`config.mk`:
```
export PLATFORM = sky130hd
export DESIGN_NAME = sc_lost_referee_two_players
export DESIGN_NICKNAME = d
export VERILOG_FILES = /design/src/rtl/sc_lost_referee_two_players_pkg.sv /design/src/rtl/sc_frame_counter.sv /design/src/rtl/sc_lost_referee_two_players.sv
export SDC_FILE = /design/constraint.sdc
export NUM_CORES = 1
export LEC_CHECK = 0
export BUFFER_PORTS_ARGS = -buffer_cell sky130_fd_sc_hd__buf_2
export CORE_MARGIN = 3
export CORE_UTILIZATION = 55
export DETAILED_ROUTE_END_ITERATION = 7
export PLACE_DENSITY = 0.75
export SLEW_MARGIN = 20
export SYNTH_ARGS = -nofsm -noshare
export SYNTH_HDL_FRONTEND = slang
export SYNTH_SLANG_ARGS = --single-unit
```
`constraint.sdc`:
```
create_clock -name SC_LOST_REFEREE_CLOCK_50 -period 2.7 [get_ports SC_LOST_REFEREE_CLOCK_50]
set_clock_uncertainty 0.15 [all_clocks]
set_input_delay 0.135 -clock SC_LOST_REFEREE_CLOCK_50 [delete_from_list [all_inputs] [get_ports SC_LOST_REFEREE_CLOCK_50]]
set_output_delay 0.135 -clock SC_LOST_REFEREE_CLOCK_50 [all_outputs]
set_load 0.005 [all_outputs]
```
`src/rtl/sc_lost_referee_two_players_pkg.sv`:
```
// rtl/sc_lost_referee_two_players_pkg.sv - shared game constants and referee state encoding
package sc_lost_referee_two_players_pkg;

  typedef enum logic [2:0] {
    PLAY      = 3'd0,
    HIT       = 3'd1,
    BLINK     = 3'd2,
    WAIT      = 3'd3,
    GAME_OVER = 3'd4
  } refState_t;

  // Defaults shared with the score and display blocks
  localparam int DEFAULT_LIVES         = 3;
  localparam int DEFAULT_LIVESWIDTH    = 2;
  localparam int DEFAULT_FILTER_FRAMES = 2;
  localparam int DEFAULT_BLINK_FRAMES  = 8;
  localparam int DEFAULT_CNTWIDTH      = 4;

endpackage

```
`src/rtl/sc_frame_counter.sv`:
```
// rtl/sc_frame_counter.sv - frame up-counter with clear, enable and terminal-count strobe
module sc_frame_counter #(
  parameter int CNTWIDTH = 4,
  parameter int TERMINAL = 2
) (
  input  logic clk,
  input  logic rstN,
  input  logic clear,
  input  logic enable,
  output logic done
);

  localparam logic [CNTWIDTH-1:0] LAST = CNTWIDTH'(TERMINAL - 1);

  logic [CNTWIDTH-1:0] count;

  // done marks the enabled frame on which the count reaches TERMINAL; the count then restarts
  assign done = enable && !clear && (count == LAST);

  always_ff @(posedge clk or negedge rstN) begin
    if (!rstN) begin
      count <= '0;
    end else if (clear || done) begin
      count <= '0;
    end else if (enable) begin
      count <= count + 1'b1;
    end
  end

endmodule

```
`src/rtl/sc_lost_referee_two_players.sv`:
```
// rtl/sc_lost_referee_two_players.sv - frame-filtered collision referee with lives, blink and restart
module sc_lost_referee_two_players
  import sc_lost_referee_two_players_pkg::*;
#(
  parameter int LIVES         = DEFAULT_LIVES,
  parameter int LIVESWIDTH    = DEFAULT_LIVESWIDTH,
  parameter int FILTER_FRAMES = DEFAULT_FILTER_FRAMES,
  parameter int BLINK_FRAMES  = DEFAULT_BLINK_FRAMES,
  parameter int CNTWIDTH      = DEFAULT_CNTWIDTH
) (
  input  logic                  SC_LOST_REFEREE_CLOCK_50,
  input  logic                  SC_LOST_REFEREE_RESET_InLow,
  input  logic                  SC_LOST_REFEREE_lost_InLow,
  input  logic                  SC_LOST_REFEREE_frameTick_InHigh,
  input  logic                  SC_LOST_REFEREE_restart_InLow,
  output logic [LIVESWIDTH-1:0] SC_LOST_REFEREE_lives_OutBUS,
  output logic                  SC_LOST_REFEREE_freeze_OutHigh,
  output logic                  SC_LOST_REFEREE_displayOn_OutHigh,
  output logic                  SC_LOST_REFEREE_hit_OutHigh,
  output logic                  SC_LOST_REFEREE_gameOver_OutHigh
);

  localparam logic [LIVESWIDTH-1:0] LIVES_INIT = LIVESWIDTH'(LIVES);

  logic clk;
  logic rstN;
  logic tick;
  logic lost;

  assign clk  = SC_LOST_REFEREE_CLOCK_50;
  assign rstN = SC_LOST_REFEREE_RESET_InLow;
  assign tick = SC_LOST_REFEREE_frameTick_InHigh;
  assign lost = ~SC_LOST_REFEREE_lost_InLow;

  refState_t             state,     stateNext;
  logic [LIVESWIDTH-1:0] lives,     livesNext;
  logic                  freeze,    freezeNext;
  logic                  displayOn, displayOnNext;
  logic                  hit,       hitNext;
  logic                  gameOver,  gameOverNext;
  logic                  restartPrev;
  logic                  press;

  logic filterClr, filterEn, filterDone;
  logic blinkClr,  blinkEn,  blinkDone;

  // A press is the released-to-pressed transition, so a held button counts once
  assign press = restartPrev & ~SC_LOST_REFEREE_restart_InLow;

  // Overlap is only trusted on the frame boundary; mid-frame comparator glitches never reach the filter
  assign filterEn  = (state == PLAY) && tick && lost;
  assign filterClr = (state != PLAY) || (tick && !lost);
  assign blinkEn   = (state == BLINK) && tick;
  assign blinkClr  = (state == PLAY) || (state == HIT);

  sc_frame_counter #(
    .CNTWIDTH (CNTWIDTH),
    .TERMINAL (FILTER_FRAMES)
  ) filterCounter (
    .clk    (clk),
    .rstN   (rstN),
    .clear  (filterClr),
    .enable (filterEn),
    .done   (filterDone)
  );

  sc_frame_counter #(
    .CNTWIDTH (CNTWIDTH),
    .TERMINAL (BLINK_FRAMES)
  ) blinkCounter (
    .clk    (clk),
    .rstN   (rstN),
    .clear  (blinkClr),
    .enable (blinkEn),
    .done   (blinkDone)
  );

  always_ff @(posedge clk or negedge rstN) begin
    if (!rstN) begin
      state       <= PLAY;
      lives       <= LIVES_INIT;
      freeze      <= 1'b0;
      displayOn   <= 1'b1;
      hit         <= 1'b0;
      gameOver    <= 1'b0;
      restartPrev <= 1'b1;
    end else begin
      state       <= stateNext;
      lives       <= livesNext;
      freeze      <= freezeNext;
      displayOn   <= displayOnNext;
      hit         <= hitNext;
      gameOver    <= gameOverNext;
      restartPrev <= SC_LOST_REFEREE_restart_InLow;
    end
  end

  // Outputs are computed as next-register values so they settle with the state they belong to
  always_comb begin
    stateNext     = state;
    livesNext     = lives;
    freezeNext    = freeze;
    displayOnNext = displayOn;
    hitNext       = 1'b0;
    gameOverNext  = gameOver;

    case (state)
      PLAY: begin
        freezeNext    = 1'b0;
        displayOnNext = 1'b1;
        gameOverNext  = 1'b0;
        if (filterDone) begin
          stateNext     = HIT;
          hitNext       = 1'b1;
          livesNext     = (lives == '0) ? '0 : lives - 1'b1;
          freezeNext    = 1'b1;
          displayOnNext = 1'b0;
        end
      end

      HIT: begin
        stateNext     = BLINK;
        freezeNext    = 1'b1;
        displayOnNext = 1'b0;
      end

      BLINK: begin
        freezeNext = 1'b1;
        if (blinkEn) begin
          displayOnNext = ~displayOn;
          if (blinkDone) begin
            displayOnNext = 1'b1;
            if (lives == '0) begin
              stateNext    = GAME_OVER;
              gameOverNext = 1'b1;
            end else begin
              stateNext = WAIT;
            end
          end
        end
      end

      WAIT: begin
        freezeNext    = 1'b1;
        displayOnNext = 1'b1;
        if (press) begin
          stateNext  = PLAY;
          freezeNext = 1'b0;
        end
      end

      GAME_OVER: begin
        freezeNext    = 1'b1;
        displayOnNext = 1'b1;
        gameOverNext  = 1'b1;
        if (press) begin
          stateNext    = PLAY;
          livesNext    = LIVES_INIT;
          freezeNext   = 1'b0;
          gameOverNext = 1'b0;
        end
      end

      default: begin
        stateNext     = PLAY;
        livesNext     = LIVES_INIT;
        freezeNext    = 1'b0;
        displayOnNext = 1'b1;
        gameOverNext  = 1'b0;
      end
    endcase
  end

  assign SC_LOST_REFEREE_lives_OutBUS      = lives;
  assign SC_LOST_REFEREE_freeze_OutHigh    = freeze;
  assign SC_LOST_REFEREE_displayOn_OutHigh = displayOn;
  assign SC_LOST_REFEREE_hit_OutHigh       = hit;
  assign SC_LOST_REFEREE_gameOver_OutHigh  = gameOver;

endmodule

```
==> results.py <==
metrics = {
    "global_route": {
        "overflow": 0,
        "grt_pass1_wl_mm": 3.657,
        "grt_pass1_vias": 777,
        "grt_max_degree": 21,
        "grt_antenna_before_repair": 0,
        "global_route.usage.total_pct": 19.51,
    },
    "setup_path": {
        "critical-path-max-stage-delay_ns": 0.60,
        "timing.rr.start": "filterCounter.count[1]",
        "critical-path-slowest-cell": "sky130_fd_sc_hd__nor3b_1",
        "critical_path.reg2reg.endpoint": "SC_LOST_REFEREE_displayOn_OutHigh",
        "crit_family": "simple AND/OR/NAND/NOR gates",
        "crit_arrival_ns": 2.03,
        "critical_path.n_buffers_inverters": 1,
        "critical_path.max_fanout": 7,
        "worst_r2r_path_depth": 5,
        "worst_setup_path_startpoint": "filterCounter.count[1]",
        "critPathKind": "flip-flop to flip-flop",
        "critical_path_capture_point_type": "flip-flop",
        "worstPathRequired_ns": 2.79,
        "critical_path_cell_count": 5,
        "timing.critical_path.cells": "inv_1 > ha_1 > nor3b_1 > nand3_1 > a31o_2",
        "startpoint_type": "flip-flop",
        "crit_end": "SC_LOST_REFEREE_displayOn_OutHigh",
        "r2r_slack_ns": 0.76,
    },
    "drt": {
        "antenna_violating_nets_post_route": 0,
        "route.met2.wl_um": 951,
        "via_per_inst": 6.014,
        "detail_route.wirelength.met1_um": 985,
        "met3_length_um": 69,
        "routed.top_layer": "met4",
        "routed_wl_mm": 2.049,
        "remaining_drc_errors": 0,
        "first_drt_iteration_drcs": 40,
        "vias": 842,
        "wl_per_cell_um": 14.64,
        "first_pass_iters": 4,
    },
    "final_layout": {
        "layoutNonFillerInstCount": 140,
        "fin_util_pct": 69.97,
        "nNetsFinal": 125,
        "layout-area-overhead-vs-synth_pct": 10.96,
        "num_antenna_cells": 0,
        "final_design_area_no_fill_um2": 1140,
        "drive_above_1_share_pct": 18.97,
    },
    "place": {
        "globalplace.congestion": 0.8126,
        "postPlaceCellArea_um2": 1084,
        "io_buffer_count": 10,
        "hpwlAfterDp_mm": 1.421,
        "dp.cells": 134,
    },
    "floorplanning": {
        "core_um2": 1629,
        "fp.dieArea_um2": 2422,
        "die_w_um": 49.22,
        "placement_rows": 14,
        "die_height_um": 49.22,
        "starting_utilization_of_the_core_area_pct": 63.06,
        "top_level_ports": 11,
    },
    "pwr": {
        "net-switching-power_uw": 295.9,
        "switching_share_pct": 35.65,
        "combinationalPowerShare_pct": 29.8,
        "clkPwrFrac_pct": 20.4,
        "power.ir.vdd_worst_mv": 0.4605,
        "internal_power_uw": 534.2,
        "p_seq_share_pct": 49.8,
        "power_density_nw_per_um2": 728.2,
        "static_leakage_power_uw": 0.0004950,
    },
    "min_path": {
        "holdPathStages": 3,
        "min_path_type": "input pin to flip-flop",
    },
    "timing": {
        "worstMarginPinSlew_ns": 0.7210,
        "rsz0062_at_grt": "false",
        "timing.final.crit_share_pct": 72.03,
        "timing.hold.ws_ns": 0.02763,
        "hold_viol_final": 0,
        "finalWorstPathRequiredPeriod_ns": 1.945,
        "drv_slew": 0,
        "final-setup-viol-count": 0,
        "highest_attainable_clock_frequency_mhz": 514.2,
        "totalNegativeSetupSlack_ns": 0,
        "max_slew_margin_pct": 51.83,
    },
    "synthesis": {
        "synth_fp_nets": 113,
        "syn-mean-instance-area_um2": 9.783,
        "post_synth_edffs": 0,
        "yosys_warnings": 0,
        "yosys_most_used_dff": "sky130_fd_sc_hd__dfrtp_1",
        "asyncSetResetFlopFracSynth_pct": 100.0,
        "yosysTopAreaCellShare_pct": 34.10,
        "synthDistinctLibCells": 38,
        "area_leader_netlist": "sky130_fd_sc_hd__dfrtp_1",
        "syn_area_um2": 1027,
        "synth_cells": 105,
        "post_synth_main_area_contributors": "sky130_fd_sc_hd__dfrtp_1 (34%), sky130_fd_sc_hd__dfstp_2 (10%), sky130_fd_sc_hd__a21oi_1 (3.9%), sky130_fd_sc_hd__ha_1 (3.7%), sky130_fd_sc_hd__nand3b_1 (3.7%)",
        "synth_seq_cells": 18,
        "synth.yosys.seq_area_share_pct": 44.34,
    },
    "cts": {
        "post_cts.repair.setup_buffers": 0,
        "cts_resized": 0,
        "ctsRootBufferMaster": "sky130_fd_sc_hd__clkbuf_4",
        "ctsLongestPathBuffers": 2,
        "worst_skew_pair.late_latency_ns": 0.30,
        "h-tree-depth": 1,
        "clk_transition_reported_paths_ns": 0.10,
        "numCtsBuffers": 3,
        "cts_num_sinks": 18,
        "cts_tree": "yes",
    },
    "status": {
        "outcome": "finished, final reports clean",
    },
    "job": {
        "max_cap_viol_count": 0,
    },
}
==> synthesized netlist by cell type, drive strengths merged (2+ instances only) <==
cell type	count
a21oi	8
nand3	6
nor2b	3
nand3b	5
nand2b	4
nor2	7
nand2	6
buf	5
o21ai	5
ha	3
dfrtp	14
nand4	2
a31oi	3
or3	3
inv	5
or4b	2
dfstp	4
==> kinds of logic (layout without fill, tap and decap cells) <==
kind of cell,Yosys count,in the layout,synth area share (%)
muxes,1,1,0.9745
DFF,18,18,44.34
adders and majority gates,3,3,3.654
buffers and inverters,10,21,4.141
AOI/OAI and AO/OA,26,26,16.81
and+or+nand+nor,47,47,30.09
==> layout make-up <==
| class | instances | area, µm² |
|---|---|---|
| timing repair buffer | 12 | 70.07 |
| clock buffer | 4 | 36.28 |
| fill | 137 | 489.2 |
| inverter | 5 | 18.77 |
| sequential | 18 | 455.4 |
| multi-input combinational | 77 | 529.3 |
| tap | 24 | 30.03 |
==> cells in the final DEF, fill, tap and decap left out, types with 2 or more instances in the layout <==
cell type / instances
sky130_fd_sc_hd__dfrtp_1: 14
sky130_fd_sc_hd__buf_2: 10
sky130_fd_sc_hd__a21oi_1: 8
sky130_fd_sc_hd__nor2_1: 7
sky130_fd_sc_hd__nand3_1: 6
sky130_fd_sc_hd__nand2_1: 6
sky130_fd_sc_hd__inv_1: 5
sky130_fd_sc_hd__nand3b_1: 5
sky130_fd_sc_hd__o21ai_0: 5
sky130_fd_sc_hd__dfstp_2: 4
sky130_fd_sc_hd__nand2b_1: 4
sky130_fd_sc_hd__nor2b_1: 3
sky130_fd_sc_hd__or3_1: 3
sky130_fd_sc_hd__a31oi_1: 3
sky130_fd_sc_hd__ha_1: 3
sky130_fd_sc_hd__clkbuf_4: 3
sky130_fd_sc_hd__or4b_1: 2
sky130_fd_sc_hd__nand4_1: 2
sky130_fd_sc_hd__dlygate4sd3_1: 2
==> how the worst min path moves through the flow <==
stage,slack [ns],start,endpoint
6_report,0.03,SC_LOST_REFEREE_lost_InLow,filterCounter.count[3]
5_1_grt,0.03,SC_LOST_REFEREE_lost_InLow,filterCounter.count[2]
4_1_cts,0.03,SC_LOST_REFEREE_lost_InLow,filterCounter.count[3]
3_5_place_dp,-0.06,SC_LOST_REFEREE_RESET_InLow,filterCounter.count[2]
3_3_place_gp,-0.06,SC_LOST_REFEREE_RESET_InLow,filterCounter.count[2]
2_1_floorplan,-0.31,SC_LOST_REFEREE_RESET_InLow,SC_LOST_REFEREE_freeze_OutHigh
==> per-stage QoR <==
step                power [µW]  setup slack (ns)
finish                   830.0            0.7551
global route             899.1            0.6346
CTS                      832.5            0.7780
detailed placement       661.7            0.7931
global placement         652.9            0.8729
floorplan                580.1             1.071
==> worst register-to-register path: stages, from the launching register on <==
cell and delay [ns]:
sky130_fd_sc_hd__dfrtp_1 0.42, sky130_fd_sc_hd__inv_1 0.08, sky130_fd_sc_hd__ha_1 0.13, sky130_fd_sc_hd__nor3b_1 0.60, sky130_fd_sc_hd__nand3_1 0.25, sky130_fd_sc_hd__a31o_2 0.26
==> power by group through the flow <==
stage / Combinational, µW / Clock, µW / Sequential, µW
2_1_floorplan: 192 / 0 / 388
3_3_place_gp: 239 / 0 / 414
3_5_place_dp: 246 / 0 / 416
4_1_cts: 249 / 172 / 412
5_1_grt: 281 / 191 / 427
6_report: 248 / 169 / 413
==> metal layers <==
layer  vias to the layer above  GRT usage, %
li1                        410             -
met1                       407         26.92
met2                        20         29.46
met3                         5         2.752
met4                         0         9.953
met5                         -             0
==> state kept, by name, indices dropped and copies added (netlist names) <==
signal and count:
restartPrev 1, SC_LOST_REFEREE_gameOver_OutHigh 1, state 3, SC_LOST_REFEREE_freeze_OutHigh 1, filterCounter.count 4, SC_LOST_REFEREE_displayOn_OutHigh 1
SC_LOST_REFEREE_hit_OutHigh 1, blinkCounter.count 4, SC_LOST_REFEREE_lives_OutBUS 2
==> what timing repair did <==
action,CTS,global route
hold endpoints to repair,19,0
hold buffers,2,0
setup endpoints to repair,0,0
No activity file was read; power rests on OpenSTA's default activity.
